===== src/rtl/cache_control.sv =====
// Control FSM for a 2-way set-associative, write-back, write-allocate L1 cache with hit/miss counters.
// Latency: hits respond in the request cycle; misses take the pmem latency (twice if a dirty victim) plus one cycle.
// Backpressure: the CPU holds its request until mem_resp; pmem requests are held until pmem_resp.
module cache_control #(
    parameter int CNT_WIDTH = 16
) (
    input  logic                 clk,
    input  logic                 rst_n,
    input  logic                 mem_read,
    input  logic                 mem_write,
    input  logic [15:0]          mem_address,
    output logic                 mem_resp,
    input  logic                 hit,
    input  logic                 set_one_hit,
    input  logic                 set_two_hit,
    input  logic                 current_lru,
    input  logic                 set_one_valid,
    input  logic                 set_two_valid,
    input  logic                 set_one_dirty,
    input  logic                 set_two_dirty,
    input  logic [8:0]           set_one_tag,
    input  logic [8:0]           set_two_tag,
    output logic                 load_set_one,
    output logic                 load_set_two,
    output logic                 write_type_set_one,
    output logic                 write_type_set_two,
    output logic                 cache_in_mux_sel,
    output logic                 insert_mux_sel,
    output logic                 pmem_w_mux_sel,
    output logic                 load_lru,
    output logic                 pmem_read,
    output logic                 pmem_write,
    output logic [15:0]          pmem_address,
    input  logic                 pmem_resp,
    input  logic                 counter_clear,
    output logic [CNT_WIDTH-1:0] hit_count,
    output logic [CNT_WIDTH-1:0] miss_count
);

    typedef enum logic [1:0] {
        IDLE      = 2'd0,
        WRITEBACK = 2'd1,
        ALLOCATE  = 2'd2
    } state_t;

    localparam logic [CNT_WIDTH-1:0] CNT_MAX = '1;
    localparam logic [CNT_WIDTH-1:0] CNT_ONE = {{(CNT_WIDTH-1){1'b0}}, 1'b1};

    state_t state;
    logic   miss_pending;
    logic   victim;

    logic       req;
    logic       hit_evt;
    logic       miss_evt;
    logic       lru_victim_dirty;
    logic [8:0] victim_tag;
    logic       unused_offset;

    assign req              = mem_read | mem_write;
    assign hit_evt          = (state == IDLE) && req && hit;
    assign miss_evt         = (state == IDLE) && req && !hit;
    assign lru_victim_dirty = current_lru ? (set_two_valid & set_two_dirty)
                                          : (set_one_valid & set_one_dirty);
    assign victim_tag       = victim ? set_two_tag : set_one_tag;
    assign unused_offset    = ^mem_address[3:0];

    always_ff @(posedge clk or negedge rst_n) begin
        if (!rst_n) begin
            state        <= IDLE;
            miss_pending <= 1'b0;
            victim       <= 1'b0;
        end else begin
            case (state)
                IDLE: begin
                    if (hit_evt) begin
                        miss_pending <= 1'b0;
                    end else if (miss_evt) begin
                        victim       <= current_lru;
                        miss_pending <= 1'b1;
                        state        <= lru_victim_dirty ? WRITEBACK : ALLOCATE;
                    end
                end
                WRITEBACK: begin
                    if (pmem_resp) state <= ALLOCATE;
                end
                ALLOCATE: begin
                    if (pmem_resp) begin
                        state <= IDLE;
                        // An abandoned miss must not suppress counting of the next unrelated hit.
                        if (!req) miss_pending <= 1'b0;
                    end
                end
                default: state <= IDLE;
            endcase
        end
    end

    always_ff @(posedge clk or negedge rst_n) begin
        if (!rst_n) begin
            hit_count  <= '0;
            miss_count <= '0;
        end else if (counter_clear) begin
            hit_count  <= '0;
            miss_count <= '0;
        end else begin
            if (hit_evt && !miss_pending && hit_count != CNT_MAX)
                hit_count <= hit_count + CNT_ONE;
            if (miss_evt && miss_count != CNT_MAX)
                miss_count <= miss_count + CNT_ONE;
        end
    end

    always_comb begin
        mem_resp           = 1'b0;
        load_set_one       = 1'b0;
        load_set_two       = 1'b0;
        write_type_set_one = 1'b0;
        write_type_set_two = 1'b0;
        cache_in_mux_sel   = 1'b0;
        insert_mux_sel     = 1'b0;
        pmem_w_mux_sel     = 1'b0;
        load_lru           = 1'b0;
        pmem_read          = 1'b0;
        pmem_write         = 1'b0;
        pmem_address       = 16'h0000;
        case (state)
            IDLE: begin
                if (hit_evt) begin
                    mem_resp = 1'b1;
                    load_lru = 1'b1;
                    if (mem_write) begin
                        cache_in_mux_sel = 1'b1;
                        if (set_one_hit) begin
                            load_set_one       = 1'b1;
                            write_type_set_one = 1'b1;
                        end else if (set_two_hit) begin
                            load_set_two       = 1'b1;
                            write_type_set_two = 1'b1;
                        end
                    end
                end
            end
            WRITEBACK: begin
                pmem_write     = 1'b1;
                pmem_w_mux_sel = victim;
                pmem_address   = {victim_tag, mem_address[6:4], 4'b0000};
            end
            ALLOCATE: begin
                pmem_read    = 1'b1;
                pmem_address = {mem_address[15:4], 4'b0000};
                if (pmem_resp) begin
                    load_set_one = ~victim;
                    load_set_two = victim;
                end
            end
            default: ;
        endcase
    end

endmodule


===== config.mk =====
export PLATFORM = sky130hd
export DESIGN_NAME = cache_control
export DESIGN_NICKNAME = d
export VERILOG_FILES = /design/src/rtl/cache_control.sv
export SDC_FILE = /design/constraint.sdc
export NUM_CORES = 1
export LEC_CHECK = 0
export CAP_MARGIN = 20
export CORE_ASPECT_RATIO = 1.75
export CORE_MARGIN = 4
export CORE_UTILIZATION = 30
export CTS_BUF_LIST = sky130_fd_sc_hd__clkbuf_4 sky130_fd_sc_hd__clkbuf_8
export CTS_CLUSTER_DIAMETER = 100
export CTS_CLUSTER_SIZE = 24
export DETAILED_ROUTE_END_ITERATION = 8
export DONT_BUFFER_PORTS = 1
export HOLD_SLACK_MARGIN = 0.08
export SYNTH_ARGS = -nofsm -noshare
export SYNTH_HDL_FRONTEND = slang
export SYNTH_SLANG_ARGS = --single-unit

===== constraint.sdc =====
create_clock -name clk -period 2.55 [get_ports clk]
set_input_delay 0.255 -clock clk [delete_from_list [all_inputs] [get_ports clk]]
set_output_delay 0.255 -clock clk [all_outputs]
set_load 0.1 [all_outputs]

==> impl_metrics.py, run 1 <==
metrics = {
    "worst_setup_path": {
        "critical-path-slowest-cell": "or4_1",
        "arrival_ns": 2.52,
        "cpPeakStageDelay_ns": 0.56,
        "reg2reg_depth": 7,
        "timing.rr.start": "state[0]$_DFFE_PN0P_",
        "crit_chain": "inv_1, ha_1, o211ai_2, or4_1, buf_4, or3_1, a21oi_1",
        "cp.depth": 7,
        "path_max_fanout": 7,
        "r2r-end": "hit_count[10]$_DFFE_PN0P_",
        "ff2ff_setup_slack_ns": 0.25,
        "start_kind": "flip-flop",
        "crit_family": "simple AND/OR/NAND/NOR gates",
        "end_kind": "flip-flop",
        "critPathBufInv": 2,
        "required_ns": 2.77,
        "critical_path.startpoint": "state[0]$_DFFE_PN0P_",
        "critPathKind": "flip-flop to flip-flop",
        "crit_end": "hit_count[10]$_DFFE_PN0P_",
    },
    "timing": {
        "maxSlewViolCount": 0,
        "timing.final.crit_share": 0.902,
        "slew_headroom": 0.311,
        "period_needed_ns": 2.30,
        "rsz0062_at_grt": "false",
        "setup_viol": 0,
        "worstMarginPinSlew_ns": 1.03,
        "final.setup.tns_ns": 0,
        "fin_ws_ns": 0.249,
        "fmax_ghz": 0.435,
        "finClkSkew_ns": 0.0146,
        "hold_viol": 0,
    },
    "routing": {
        "drc": 0,
        "drt_wl_total_um": 7380,
        "drtAntennaViolNets": 0,
        "routedWlPerCell_um": 17.4,
        "drtIter0Drc": 96,
        "dr_total_vias": 2478,
        "drtPass1Iterations": 4,
        "viasPerCell": 5.83,
    },
    "clock_tree": {
        "h-tree-depth": 2,
        "numCtsBuffers": 5,
        "post_cts_resized": 0,
        "cts.sinks": 36,
        "clkLatencyLatePin_ns": 0.30,
        "cts-root-buf": "clkbuf_8",
        "hold_buffers": 3,
        "path_clk_slew_ns": 0.08,
        "cts_tree": "built",
        "post_cts_buffers": 0,
        "clock_path_buffers": 2,
    },
    "placement": {
        "placed_cells": 414,
        "hpwlAfterDp_um": 5630,
        "pre_cts_ws_ns": 0.256,
        "gp_congestion": 0.778,
        "place.port_buffers": 0,
    },
    "power": {
        "power_switching_mw": 1.74,
        "p_comb_frac": 0.634,
        "switching_share": 0.533,
        "p_clk_frac": 0.160,
        "power.density_nw_per_um2": 1000,
        "seq_power_share": 0.207,
        "p_int_mw": 1.53,
        "p_leak_nw": 1.30,
        "peakVddDrop_uv": 431,
    },
    "grt": {
        "grt_overflow_total": 0,
        "grt_pass1_vias": 2468,
        "grt_pass1_wl_um": 12200,
        "grt_util_all_layers": 0.152,
        "antenna_found_initial": 0,
        "grt_max_degree": 37,
    },
    "finish": {
        "n_fill_cell": 818,
        "area_delta_synth_final_pct": 30.3,
        "final_layout_size_suffix_gt1_frac": 0.319,
        "antennaDiodeCount": 0,
        "finalNetCount": 387,
        "final_cells": 425,
    },
    "logic_synthesis": {
        "ys_types": 47,
        "synth-seq-cells": 36,
        "synth_warnings": 0,
        "synth_area_um2": 2500,
        "netlist_instances": 282,
        "synth_ff_type": "dfrtp_1",
        "yosysSeqAreaShare": 0.360,
        "synth_edf_count": 0,
        "synthArstFlopShare": 1.00,
        "avgSynthCellArea_um2": 8.87,
    },
    "die": {
        "die_y_um": 129,
        "io_pins": 107,
        "coreArea_um2": 8020,
        "dieArea_um2": 9920,
        "rows": 43,
        "die-width_um": 77.0,
        "initial_core_util": 0.312,
    },
    "run_status": {
        "status": "finished clean",
    },
    "run": {
        "max_cap_violations": 0,
    },
    "worst_hold_path": {
        "hp-class": "input pin to flip-flop",
    },
}
==> flip-flops by register name (all words and copies together) (netlist names) <==
| name | flops |
|---|---|
| hit_count | 16 |
| miss_count | 16 |
| state | 2 |
| miss_pending | 1 |
| victim | 1 |
==> cells in the mapped netlist, drive strengths merged (8+ instances only) <==
cell type	instances	area (um^2)
nand4	8	50.1
a22oi	9	67.6
or4	15	113
a21oi	21	105
dfrtp	36	901
nand3	14	70.1
o21ai	9	48.8
nor4	10	68.8
nand2	12	45.0
inv	9	33.8
nor2b	18	113
o31ai	14	105
clkbuf	10	37.5
mux2	16	180
nor2	14	52.6
==> cell type report <==
class | instances | area [um^2] | area share
clock buffers | 5 | 68.8 | 0.0211
clock inverters | 3 | 42.5 | 0.0130
inverters | 9 | 37.5 | 0.0115
multi-input cells | 223 | 1570 | 0.481
flip-flops and latches | 36 | 907 | 0.278
well taps | 90 | 113 | 0.0345
repair buffers | 59 | 523 | 0.160
==> per-stage QoR <==
| step | hold WS, ns | total power [mW] | instance area [um^2] | util |
|---|---|---|---|---|
| floorplan | -0.0406 | 2.37 | 2610 | - |
| global placement | -0.0393 | 2.74 | 3110 | 0.388 |
| detailed placement | -0.0395 | 2.76 | 3110 | 0.388 |
| CTS | 0.0995 | 3.31 | 3260 | 0.407 |
| global route | 0.107 | 3.42 | 3260 | 0.407 |
| finish | 0.112 | 3.27 | 3260 | 0.407 |
==> power groups by stage <==
| stage | clock, mW | sequential [mW] | combinational [mW] |
|---|---|---|---|
| final | 0.522 | 0.677 | 2.07 |
| after CTS | 0.537 | 0.681 | 2.10 |
| after global placement | 0 | 0.689 | 2.05 |
| after floorplan | 0 | 0.739 | 1.63 |
| after detailed placement | 0 | 0.692 | 2.07 |
| after global routing | 0.564 | 0.686 | 2.17 |
==> routing by layer <==
layer	GRT usage	wire, um	vias to the layer above
li1	-	-	1180
met1	0.152	2710	1196
met2	0.295	3970	96
met3	0.0420	571	6
met4	0.0597	123	0
met5	0	0	-
==> cells in the final DEF (no fill, tap or decap), drive strengths merged, types with 5 or more instances in the layout <==
master | Yosys | routed
buf | 7 | 57
dfrtp | 36 | 36
a21oi | 21 | 21
nor2b | 18 | 18
mux2 | 16 | 16
or4 | 15 | 15
nor2 | 14 | 14
nand3 | 14 | 14
o31ai | 14 | 14
nand2 | 12 | 12
nor4 | 10 | 10
a22oi | 9 | 9
o21ai | 9 | 9
inv | 9 | 8
nand4 | 8 | 8
nor3 | 7 | 7
or3 | 6 | 6
conb | 1 | 5
clkbuf | 10 | 5
and2 | 5 | 5
ha | 5 | 5
==> cell families after synthesis <==
family          after synthesis  share of synthesized area
compound gates               69                      0.181
fa+ha+maj                     5                     0.0250
buf+inv                      27                     0.0520
flops                        36                      0.360
mux                          19                     0.0840
other cells                   1                    0.00150
simple gates                125                      0.297
==> worst min path at each step <==
stage / start / endpoint / slack, ns / depth (start not counted)
after floorplan: rst_n / hit_count[0]$_DFFE_PN0P_ / -0.04 / 0
after global placement: rst_n / hit_count[4]$_DFFE_PN0P_ / -0.04 / 0
after detailed placement: rst_n / hit_count[4]$_DFFE_PN0P_ / -0.04 / 0
after CTS: current_lru / victim$_DFFE_PN0P_ / 0.1 / 1
after global routing: current_lru / victim$_DFFE_PN0P_ / 0.11 / 1
final: current_lru / victim$_DFFE_PN0P_ / 0.11 / 1
Note: power is estimated with default switching activity, not from simulation.
==> run 2, diff against run 1 <==
--- a/config.mk
+++ b/config.mk
@@ -14,7 +14,9 @@
 export CTS_CLUSTER_SIZE = 24
 export DETAILED_ROUTE_END_ITERATION = 8
 export DONT_BUFFER_PORTS = 1
+export GPL_ROUTABILITY_DRIVEN = 0
 export HOLD_SLACK_MARGIN = 0.08
+export SKIP_LAST_GASP = 1
 export SYNTH_ARGS = -nofsm -noshare
 export SYNTH_HDL_FRONTEND = slang
 export SYNTH_SLANG_ARGS = --single-unit
==> results of run 2 <==
No change in the layout: final DEF, timing and power equal those of run 1.
==> run 3, diff against run 2 <==
--- a/config.mk
+++ b/config.mk
@@ -6,9 +6,9 @@
 export NUM_CORES = 1
 export LEC_CHECK = 0
 export CAP_MARGIN = 20
-export CORE_ASPECT_RATIO = 1.75
+export CORE_ASPECT_RATIO = 1.2
 export CORE_MARGIN = 4
-export CORE_UTILIZATION = 30
+export CORE_UTILIZATION = 66
 export CTS_BUF_LIST = sky130_fd_sc_hd__clkbuf_4 sky130_fd_sc_hd__clkbuf_8
 export CTS_CLUSTER_DIAMETER = 100
 export CTS_CLUSTER_SIZE = 24
@@ -16,6 +16,7 @@
 export DONT_BUFFER_PORTS = 1
 export GPL_ROUTABILITY_DRIVEN = 0
 export HOLD_SLACK_MARGIN = 0.08
+export PLACE_DENSITY = 0.82
 export SKIP_LAST_GASP = 1
 export SYNTH_ARGS = -nofsm -noshare
 export SYNTH_HDL_FRONTEND = slang
==> impl_metrics.py, run 3 (synthesis gave the netlist of run 1 again) <==
metrics = {
    "run_status": {
        "status": "finished clean",
    },
    "finish": {
        "top_regs": "hit_count (16), miss_count (16), state (2)",
        "antennaDiodeCount": 0,
        "final_cells": 386,
        "final_layout_size_suffix_gt1_frac": 0.320,
        "area_delta_synth_final_pct": 27.5,
        "finalNetCount": 386,
        "utilization": 0.878,
        "layout_commonest_cell": "buf_4",
        "final_cell_mix": "buf_4, dfrtp_1, a21oi_1",
        "fin_area_um2": 3190,
    },
    "die": {
        "initial_core_util": 0.689,
        "io_pins": 107,
        "die-width_um": 64.2,
        "coreArea_um2": 3630,
        "rows": 24,
        "die_y_um": 75.5,
        "dieArea_um2": 4840,
    },
    "clock_tree": {
        "cts.sinks": 36,
        "clkLatencyLatePin_ns": 0.30,
        "cts_tree": "built",
        "cts-root-buf": "clkbuf_8",
        "clock_path_buffers": 2,
        "numCtsBuffers": 5,
        "h-tree-depth": 2,
        "path_clk_slew_ns": 0.08,
        "post_cts_buffers": 0,
    },
    "grt": {
        "grt_util_all_layers": 0.305,
        "grt_overflow_total": 0,
        "grt_max_degree": 37,
        "grt_pass1_vias": 2388,
        "antenna_found_initial": 0,
        "grt_pass1_wl_um": 11700,
    },
    "power": {
        "total_power_mw": 3.20,
        "peakVddDrop_uv": 465,
        "p_leak_nw": 1.29,
        "power.density_nw_per_um2": 1000,
    },
    "timing": {
        "period_needed_ns": 2.27,
        "slew_headroom": 0.331,
        "fin_ws_ns": 0.277,
        "timing.final.crit_share": 0.891,
        "fmax_ghz": 0.440,
        "whs_ns": 0.114,
        "finClkSkew_ns": 0.00990,
        "maxSlewViolCount": 0,
        "rsz0062_at_grt": "false",
        "setup_viol": 0,
        "final.setup.tns_ns": 0,
        "worstMarginPinSlew_ns": 1.00,
        "hold_viol": 0,
    },
    "worst_setup_path": {
        "path_max_fanout": 10,
        "critical-path-slowest-cell": "or4_1",
        "crit_top_cell": "or4_1",
        "cpPeakStageDelay_ns": 0.61,
        "critPathKind": "flip-flop to flip-flop",
        "crit_chain": "inv_1, ha_2, o21ai_2, or4_1, or4_1, a21oi_1",
        "arrival_ns": 2.49,
        "end_kind": "flip-flop",
        "crit_family": "simple AND/OR/NAND/NOR gates",
        "required_ns": 2.77,
        "start_kind": "flip-flop",
        "critPathBufInv": 1,
    },
    "routing": {
        "routedWlPerCell_um": 18.9,
        "drtAntennaViolNets": 0,
        "drtIter0Drc": 165,
        "drc": 0,
        "viasPerCell": 6.60,
        "drtPass1Iterations": 4,
        "drt_wl_total_um": 7310,
        "dr_total_vias": 2547,
    },
    "worst_hold_path": {
        "hp-class": "input pin to flip-flop",
    },
    "placement": {
        "place.port_buffers": 0,
        "placed_area_um2": 3050,
        "placed_cells": 375,
        "hpwlAfterDp_um": 5230,
        "pre_cts_ws_ns": 0.202,
    },
    "run": {
        "max_cap_violations": 0,
    },
}
## run 3: cell types whose count changed in the layout (fill, tap and decap cells not counted)
cell        previous run  this run
buf_4                 51        50
ha_1                   3         2
clkinv_2               1         2
clkinvlp_4             2         1
ha_2                   2         3
bufinv_16              1         0
clkbuf_8               5         6
## run 3: path summary, 6_finish.rpt
path                                            start                          to  slack, ns  depth (start not counted)
setup / recovery                 state[1]$_DFFE_PN0P_  miss_count[10]$_DFFE_PN0P_       0.28                          6
hold / removal                            current_lru          victim$_DFFE_PN0P_       0.11                          1
setup reg to reg                 state[1]$_DFFE_PN0P_  miss_count[10]$_DFFE_PN0P_       0.28                          6
hold reg to reg            miss_count[11]$_DFFE_PN0P_  miss_count[11]$_DFFE_PN0P_       0.60                          1
max in group asynchronous                       rst_n    hit_count[0]$_DFFE_PN0P_       1.94                          2
min in group asynchronous                       rst_n   hit_count[10]$_DFFE_PN0P_       0.40                          2
## run 3: final cells by class
| class | count | area [um^2] |
|---|---|---|
| Inverter | 9 | 37.5 |
| Sequential cell | 36 | 907 |
| Clock inverter | 2 | 10.0 |
| Timing Repair Buffer | 58 | 515 |
| Multi-Input combinational cell | 223 | 1570 |
| Tap cell | 52 | 65.1 |
| Fill cell | 202 | 444 |
| Clock buffer | 6 | 82.6 |
## run 3: what timing repair did
action	CTS	global route
setup endpoints to repair	0	1
hold buffers	3	0
endpoints found under the hold margin	61	0
gates resized for setup	0	1
## run 3: per-layer routing
| layer | wire, um | vias up | GRT usage |
|---|---|---|---|
| met3 | 584 | 13 | 0.0782 |
| met2 | 3930 | 122 | 0.553 |
| met4 | 93 | 0 | 0.0939 |
| li1 | - | 1176 | - |
| met5 | 0 | - | 0 |
| met1 | 2700 | 1236 | 0.359 |
## run 3: where the power goes
part / switching [mW] / internal (mW)
clock: 0.221 / 0.216
combinational: 1.46 / 0.622
sequential: 0.0638 / 0.615
